$ cat config.mk
export PLATFORM = sky130hd
export DESIGN_NAME = syncram_arb2
export DESIGN_NICKNAME = d
export VERILOG_FILES = /design/src/rtl/syncram_arb2.sv
export SDC_FILE = /design/constraint.sdc
export NUM_CORES = 1
export LEC_CHECK = 0
export CORE_UTILIZATION = 20
export DETAILED_ROUTE_END_ITERATION = 8
export GPL_TIMING_DRIVEN = 0
export PLACE_DENSITY = 0.8
export SLEW_MARGIN = 20
export SYNTH_ARGS = -nofsm -noshare
export SYNTH_HDL_FRONTEND = slang
export SYNTH_SLANG_ARGS = --single-unit
$ cat constraint.sdc
create_clock -name clk -period 1.6 [get_ports clk]
set_input_delay 0.24 -clock clk [delete_from_list [all_inputs] [get_ports clk]]
set_output_delay 0.24 -clock clk [all_outputs]
set_load 0.1 [all_outputs]
$ cat src/rtl/syncram_arb2.sv
// Two-requester round-robin arbiter in front of one single-port synchronous RAM (1-cycle read latency).
// Optional exclusive-lock support for read-modify-write is enabled with `define SYNCRAM_ARB_LOCK_EN.
module syncram_arb2 #(
    parameter int DWIDTH = 16,
    parameter int AWIDTH = 3
) (
    input  logic              clk,
    input  logic              reset_n,
    input  logic              req0,
    input  logic              we0,
    input  logic [AWIDTH-1:0] addr0,
    input  logic [DWIDTH-1:0] wdata0,
    output logic              gnt0,
    output logic              rvalid0,
    input  logic              req1,
    input  logic              we1,
    input  logic [AWIDTH-1:0] addr1,
    input  logic [DWIDTH-1:0] wdata1,
    output logic              gnt1,
    output logic              rvalid1,
    output logic [DWIDTH-1:0] rdata,
    output logic              ram_we,
    output logic [AWIDTH-1:0] ram_addr,
    output logic [DWIDTH-1:0] ram_wdata,
`ifdef SYNCRAM_ARB_LOCK_EN
    input  logic              lock0,
    input  logic              lock1,
`endif
    input  logic [DWIDTH-1:0] ram_rdata
);

    typedef enum logic {
        REQ0 = 1'b0,
        REQ1 = 1'b1
    } req_id_t;

    req_id_t prio;
    logic    rtag_v;
    req_id_t rtag_id;
    logic    elig0;
    logic    elig1;
    logic    rd_gnt;

`ifdef SYNCRAM_ARB_LOCK_EN
    logic    lock_v;
    req_id_t lock_id;
    logic    owner_req;
    logic    owner_gnt;
    logic    owner_lock;

    // While locked, only the lock owner is eligible; prio is still honoured when it is the owner.
    assign elig0 = req0 & (~lock_v | (lock_id == REQ0));
    assign elig1 = req1 & (~lock_v | (lock_id == REQ1));

    assign owner_req  = (lock_id == REQ0) ? req0  : req1;
    assign owner_gnt  = (lock_id == REQ0) ? gnt0  : gnt1;
    assign owner_lock = (lock_id == REQ0) ? lock0 : lock1;
`else
    assign elig0 = req0;
    assign elig1 = req1;
`endif

    // NOTE: every output of a combinational block gets a default first, so no path leaves it unassigned and no latch is inferred.
    always_comb begin
        gnt0 = 1'b0;
        gnt1 = 1'b0;
        if (reset_n) begin
            if (elig0 && elig1) begin
                if (prio == REQ1) gnt1 = 1'b1;
                else              gnt0 = 1'b1;
            end else if (elig0) begin
                gnt0 = 1'b1;
            end else if (elig1) begin
                gnt1 = 1'b1;
            end
        end
    end

    // With no grant the bus carries requester 0's fields; ram_we=0 makes them harmless.
    assign ram_we    = (gnt0 & we0) | (gnt1 & we1);
    assign ram_addr  = gnt1 ? addr1  : addr0;
    assign ram_wdata = gnt1 ? wdata1 : wdata0;
    assign rd_gnt    = (gnt0 & ~we0) | (gnt1 & ~we1);

    assign rvalid0 = rtag_v & (rtag_id == REQ0);
    assign rvalid1 = rtag_v & (rtag_id == REQ1);
    assign rdata   = ram_rdata;

    // NOTE: sequential state uses non-blocking assignments so every register samples pre-edge values.
    always_ff @(posedge clk or negedge reset_n) begin
        if (!reset_n) begin
            prio    <= REQ0;
            rtag_v  <= 1'b0;
            rtag_id <= REQ0;
        end else begin
            if (gnt0 || gnt1) prio <= gnt0 ? REQ1 : REQ0;
            rtag_v <= rd_gnt;
            if (rd_gnt) rtag_id <= gnt1 ? REQ1 : REQ0;
        end
    end

`ifdef SYNCRAM_ARB_LOCK_EN
    // A fresh lock grant takes precedence over the release test, which is written first.
    always_ff @(posedge clk or negedge reset_n) begin
        if (!reset_n) begin
            lock_v  <= 1'b0;
            lock_id <= REQ0;
        end else begin
            if (lock_v && (!owner_req || (owner_gnt && !owner_lock))) lock_v <= 1'b0;
            if (gnt0 && lock0) begin
                lock_v  <= 1'b1;
                lock_id <= REQ0;
            end
            if (gnt1 && lock1) begin
                lock_v  <= 1'b1;
                lock_id <= REQ1;
            end
        end
    end
`endif

endmodule
# After elaboration in Yosys (flattened, before gate mapping)

Cells that the tools add are included.

Add/subtract/negate cells: 0
Shift operators: 0
Bitwise gates (word level): 11
Order comparisons: 0
Equal/unequal tests: 0
$mul: 0
Multiplexer cells: 13
Reductions and logical operators: 2
Divide/modulo/power cells: 0

Operators with widths:

| kind               | number |
|---|---|
| two-way mux 16 bit | 1 |
| two-way mux 1 bit  | 11 |
| bitwise AND 1 bit  | 6 |
| two-way mux 3 bit  | 1 |
| inverter 1 bit     | 3 |
| OR 1 bit           | 2 |
| logical AND 1 bit  | 1 |
| logical OR 1 bit   | 1 |

ROM bits: 0
Bits in writable memories: 0
Output and inout bits: 40
Bits in registers: 3
Latch bits: 0
Logic and storage cells: 29
Memories: 0
Input port bits: 60

# Longest topological paths before layout

Depth in word-level cells: 6
Gate-level depth with buffers: 4
Depth with buffers taken out: 4

# Worst setup path after synthesis

Ideal clock, no wire load.

Path kind: reg-to-output
Start: register prio
End: output ram_we
Path slack: -689 ps
Buffers on the path: 0
Arrival time: 2,049 ps
Stages on the path, launching flop included: 4
Cell sequence: dfrtp_1 > a21o_1 > inv_1 > a22o_1

Word-level cells in the longest chain between the ends: 5

Ends and longest elaborated chain:

| what                   | line | text |
|---|---|---|
| start, declared        | 37   | `req_id_t prio;` |
| start signal, assigned | 96   | `if (gnt0 \|\| gnt1) prio <= gnt0 ? REQ1 : REQ0;` |
| two-way mux 1 bit      | 69   | `if (prio == REQ1) gnt1 = 1'b1;` |
| two-way mux 1 bit      | 68   | `if (elig0 && elig1) begin` |
| two-way mux 1 bit      | 67   | `if (reset_n) begin` |
| named net gnt0         | 13   | `output logic gnt0,` |
| bitwise AND 1 bit      | 80   | `assign ram_we = (gnt0 & we0) \| (gnt1 & we1);` |
| OR 1 bit               | 80   |  |
| end, declared          | 22   | `output logic ram_we,` |

The timed path passes the listed nets, and every way through them passes these cells.

# Worst setup path in the final report

Start: register prio
End: output ram_addr[0]

Word-level cells in the longest chain between the ends: 4

Ends and longest elaborated chain:

| what              | line | text |
|---|---|---|
| two-way mux 1 bit | 69   |  |
| two-way mux 1 bit | 68   |  |
| two-way mux 1 bit | 67   |  |
| two-way mux 3 bit | 81   | `assign ram_addr = gnt1 ? addr1 : addr0;` |
| end, declared     | 23   | `output logic [AWIDTH-1:0] ram_addr,` |

Every way passes these cells.

==> metrics.txt <==
status finished, violations left; failing checks negative setup slack; sequential share of power 0.076; vias in the first global route 724; Hold Slack 475 ps; PD cells 746 nW/um^2; total CTS buffers 3; first-pass GRT wire length 3.19 mm; CTS H-tree depth 1; IO Count 100; clock root cell clkbuf_4; Design Area, Final 1730 sq um; Critical R2R Launch prio$_DFFE_PN0P_; Post-Syn Area 524 sq um; main combinational cell family by area after synthesis multiplexers; post-synthesis simple-gate area fraction 0.0453; nets@finish 212; Seq/Total Area, Yosys 0.143; detailed-route DRC error count 0; peak supply drop 0.609 mV; HP Class input port to flop; CP startpoint prio$_DFFE_PN0P_; Post-Synth Adder-Cell Area 0; mux cell area share after synthesis 0.408; DRT iter0 DRCs 1; number of buffers on the longest clock path 2; Post-Syn Area per Cell 9.71 sq um; Layout Area Growth over Synthesis 229%; antenna viol nets, final 0; XOR/XNOR Fraction of Synth Area 0; crit end category output port; Reg clk slew, reported paths 40 ps; std cell rows 18; Slew @ Worst Pin 959 ps; commonest non-fill, non-tap cells in the layout clkdlybuf4s50_1 (40), buf_4 (23), dlygate4sd2_1 (18), buf_12 (16), mux2_4 (14); Worst path slowest cell dfrtp_1; CP cell instances inv_2, a21oi_4, buf_6, buf_8, mux2_4, buf_12; CTS tree yes; Fmax 558 MHz; FILL cells between 150 and 200; core area 2480 sq um; NetSw 702 uW; Sw Ratio 0.546; final setup violation count 20; crit-path max cell delay 350 ps; via count approximately 760; DRT Pass-1 Iters 4; n_diodes 0; Rel. slew slack 0.363; worst slack at placement -1300 ps; Leak 0.000803 uW; Die Wd ~53 um; Cell Count, Final, Fillers Out 181; largest net degree at the start of global routing 6; height of the die 53.2 um; I/O Buffers 83; sequential cell area 75.1 sq um; Final Max Slew Viols 0; Setup Crit Path Kind flop to output port; Post-DP HPWL 1.75 mm; yosys warns 0; synthesized flop and latch total 3; max cap viols 0; worst skew pair latency 230 ps; layout cells sized above 1 0.523; antenna violations before repair 0; RSZ-0062 raised after global routing yes; Mapped Nets 114; data arrival time of the critical path 1550 ps; most common cell after layout, fill and taps aside clkdlybuf4s50_1; wire length per cell 12.5 um; Post-Place Cell Area ~1400 sq um; worst-path fanout max 5; PnR worst setup slack -193 ps; Post-Route WL 2.27 mm; Clock power frac 0.101; Power Total 1290 uW; Hold Startpoint reset_n; CP startpoint kind flop; Clock Skew roughly 0.36 ps; Synth cell types 17; critical path data required time around 1400 ps; Internal Pwr Total about 580 uW; GRT Util Overall 0.155; Mapped Cells 54; fin crit period 1790 ps; Final period util 1.12; final hold violation count 0; CTS sink cnt 3; Routability Congestion 0.755; Placed Cells incl. Taps 167; multi-input logic area 365 sq um; Vias/cell 4.22; GRT Residual Overflow 0; combinational fraction of design power 0.823; compound-gate portion of the synthesized area 0.117; Die ar. about 2800 sq um; Initial Utilization 0.212
-- power groups by stage --
stage / Clock (uW) / Combinational, uW / Sequential (uW)
floorplan: 0 / 682 / 98.8
global placement: 0 / 910 / 100
detailed placement: 0 / 919 / 102
CTS: 135 / 1060 / 98.7
global route: 139 / 1090 / 99.9
finish: 130 / 1060 / 98.2
-- synth_stat cells --
| master | number | area share |
|---|---|---|
| mux2_2 | 17 | 0.37 |
| buf_4 | 16 | 0.23 |
| dfrtp_1 | 3 | 0.14 |
| nand2_1 | 3 | 0.021 |
| buf_6 | 2 | 0.043 |
| mux2_1 | 2 | 0.043 |
| a211oi_1 | 1 | 0.014 |
| a21o_1 | 1 | 0.014 |
| a21oi_4 | 1 | 0.031 |
| a22o_1 | 1 | 0.017 |
| and2_1 | 1 | 0.012 |
| inv_1 | 1 | 0.0072 |
| inv_2 | 1 | 0.0072 |
| nor2b_1 | 1 | 0.012 |
| o21ai_0 | 1 | 0.0095 |
| o21bai_1 | 1 | 0.014 |
| o22a_1 | 1 | 0.017 |
-- worst max-delay path: cells and delay by family, from the launching register on --
kind	cells	cell delay, ps
buffers and inverters	4	470
flip-flops	1	350
multiplexers	1	310
AO/OA/AOI/OAI	1	190
-- per-stage QoR --
step,TNS (ps),utilization
after floorplan,-203,-
after global placement,-28690,0.577
after detailed placement,-29410,0.577
after CTS,-4550,0.701
after global routing,-4030,0.696
final,-3060,0.696
-- cells by family after synthesis --
logic type | count (synthesis)
buffers and inverters | 20
AOI/OAI and AO/OA | 7
DFF | 3
and+or+nand+nor | 5
muxes | 19
-- worst paths after layout --
kind | end | slack, ps | depth (start not counted)
hold / removal | prio$_DFFE_PN0P_ | 470 | 3
max in group asynchronous | prio$_DFFE_PN0P_ | 920 | 2
setup / recovery | ram_addr[0] | -190 | 6
setup reg to reg | rtag_id$_DFFE_PN0P_ | 430 | 4
hold reg to reg | rtag_id$_DFFE_PN0P_ | 550 | 1
min in group asynchronous | rtag_id$_DFFE_PN0P_ | 530 | 2
-- sequential cells by signal, summed over array words and instances (netlist names) --
signal,cells
prio,1
rtag_id,1
rtag_v,1
-- layer usage --
| layer | track usage | wire (um) |
|---|---|---|
| met1 | 0.162 | 776 |
| met5 | 0 | 0 |
| met3 | 0.0431 | 269 |
| met2 | 0.298 | 1220 |
| met4 | 0.0395 | 0 |
-- timing repair --
| item | 4_1_cts | 5_1_grt |
|---|---|---|
| hold buffers | 1 | 0 |
| cloned | 2 | 0 |
| setup buffers | 7 | 2 |
| hold endpoints to repair | 3 | 0 |
| setup endpoints to repair | 40 | 22 |
| gates resized for setup | 223 | 4 |
| pin swaps | 2 | 1 |
-- layout make-up --
cell class,count,area share
Clock buffer,4,0.0152
Sequential cell,3,0.0435
Tap cell,30,0.0218
Inverter,2,0.00653
Timing Repair Buffer,94,0.623
Multi-Input combinational cell,31,0.212
Buffer,17,0.0783
No activity file was read; power rests on OpenSTA's default activity.
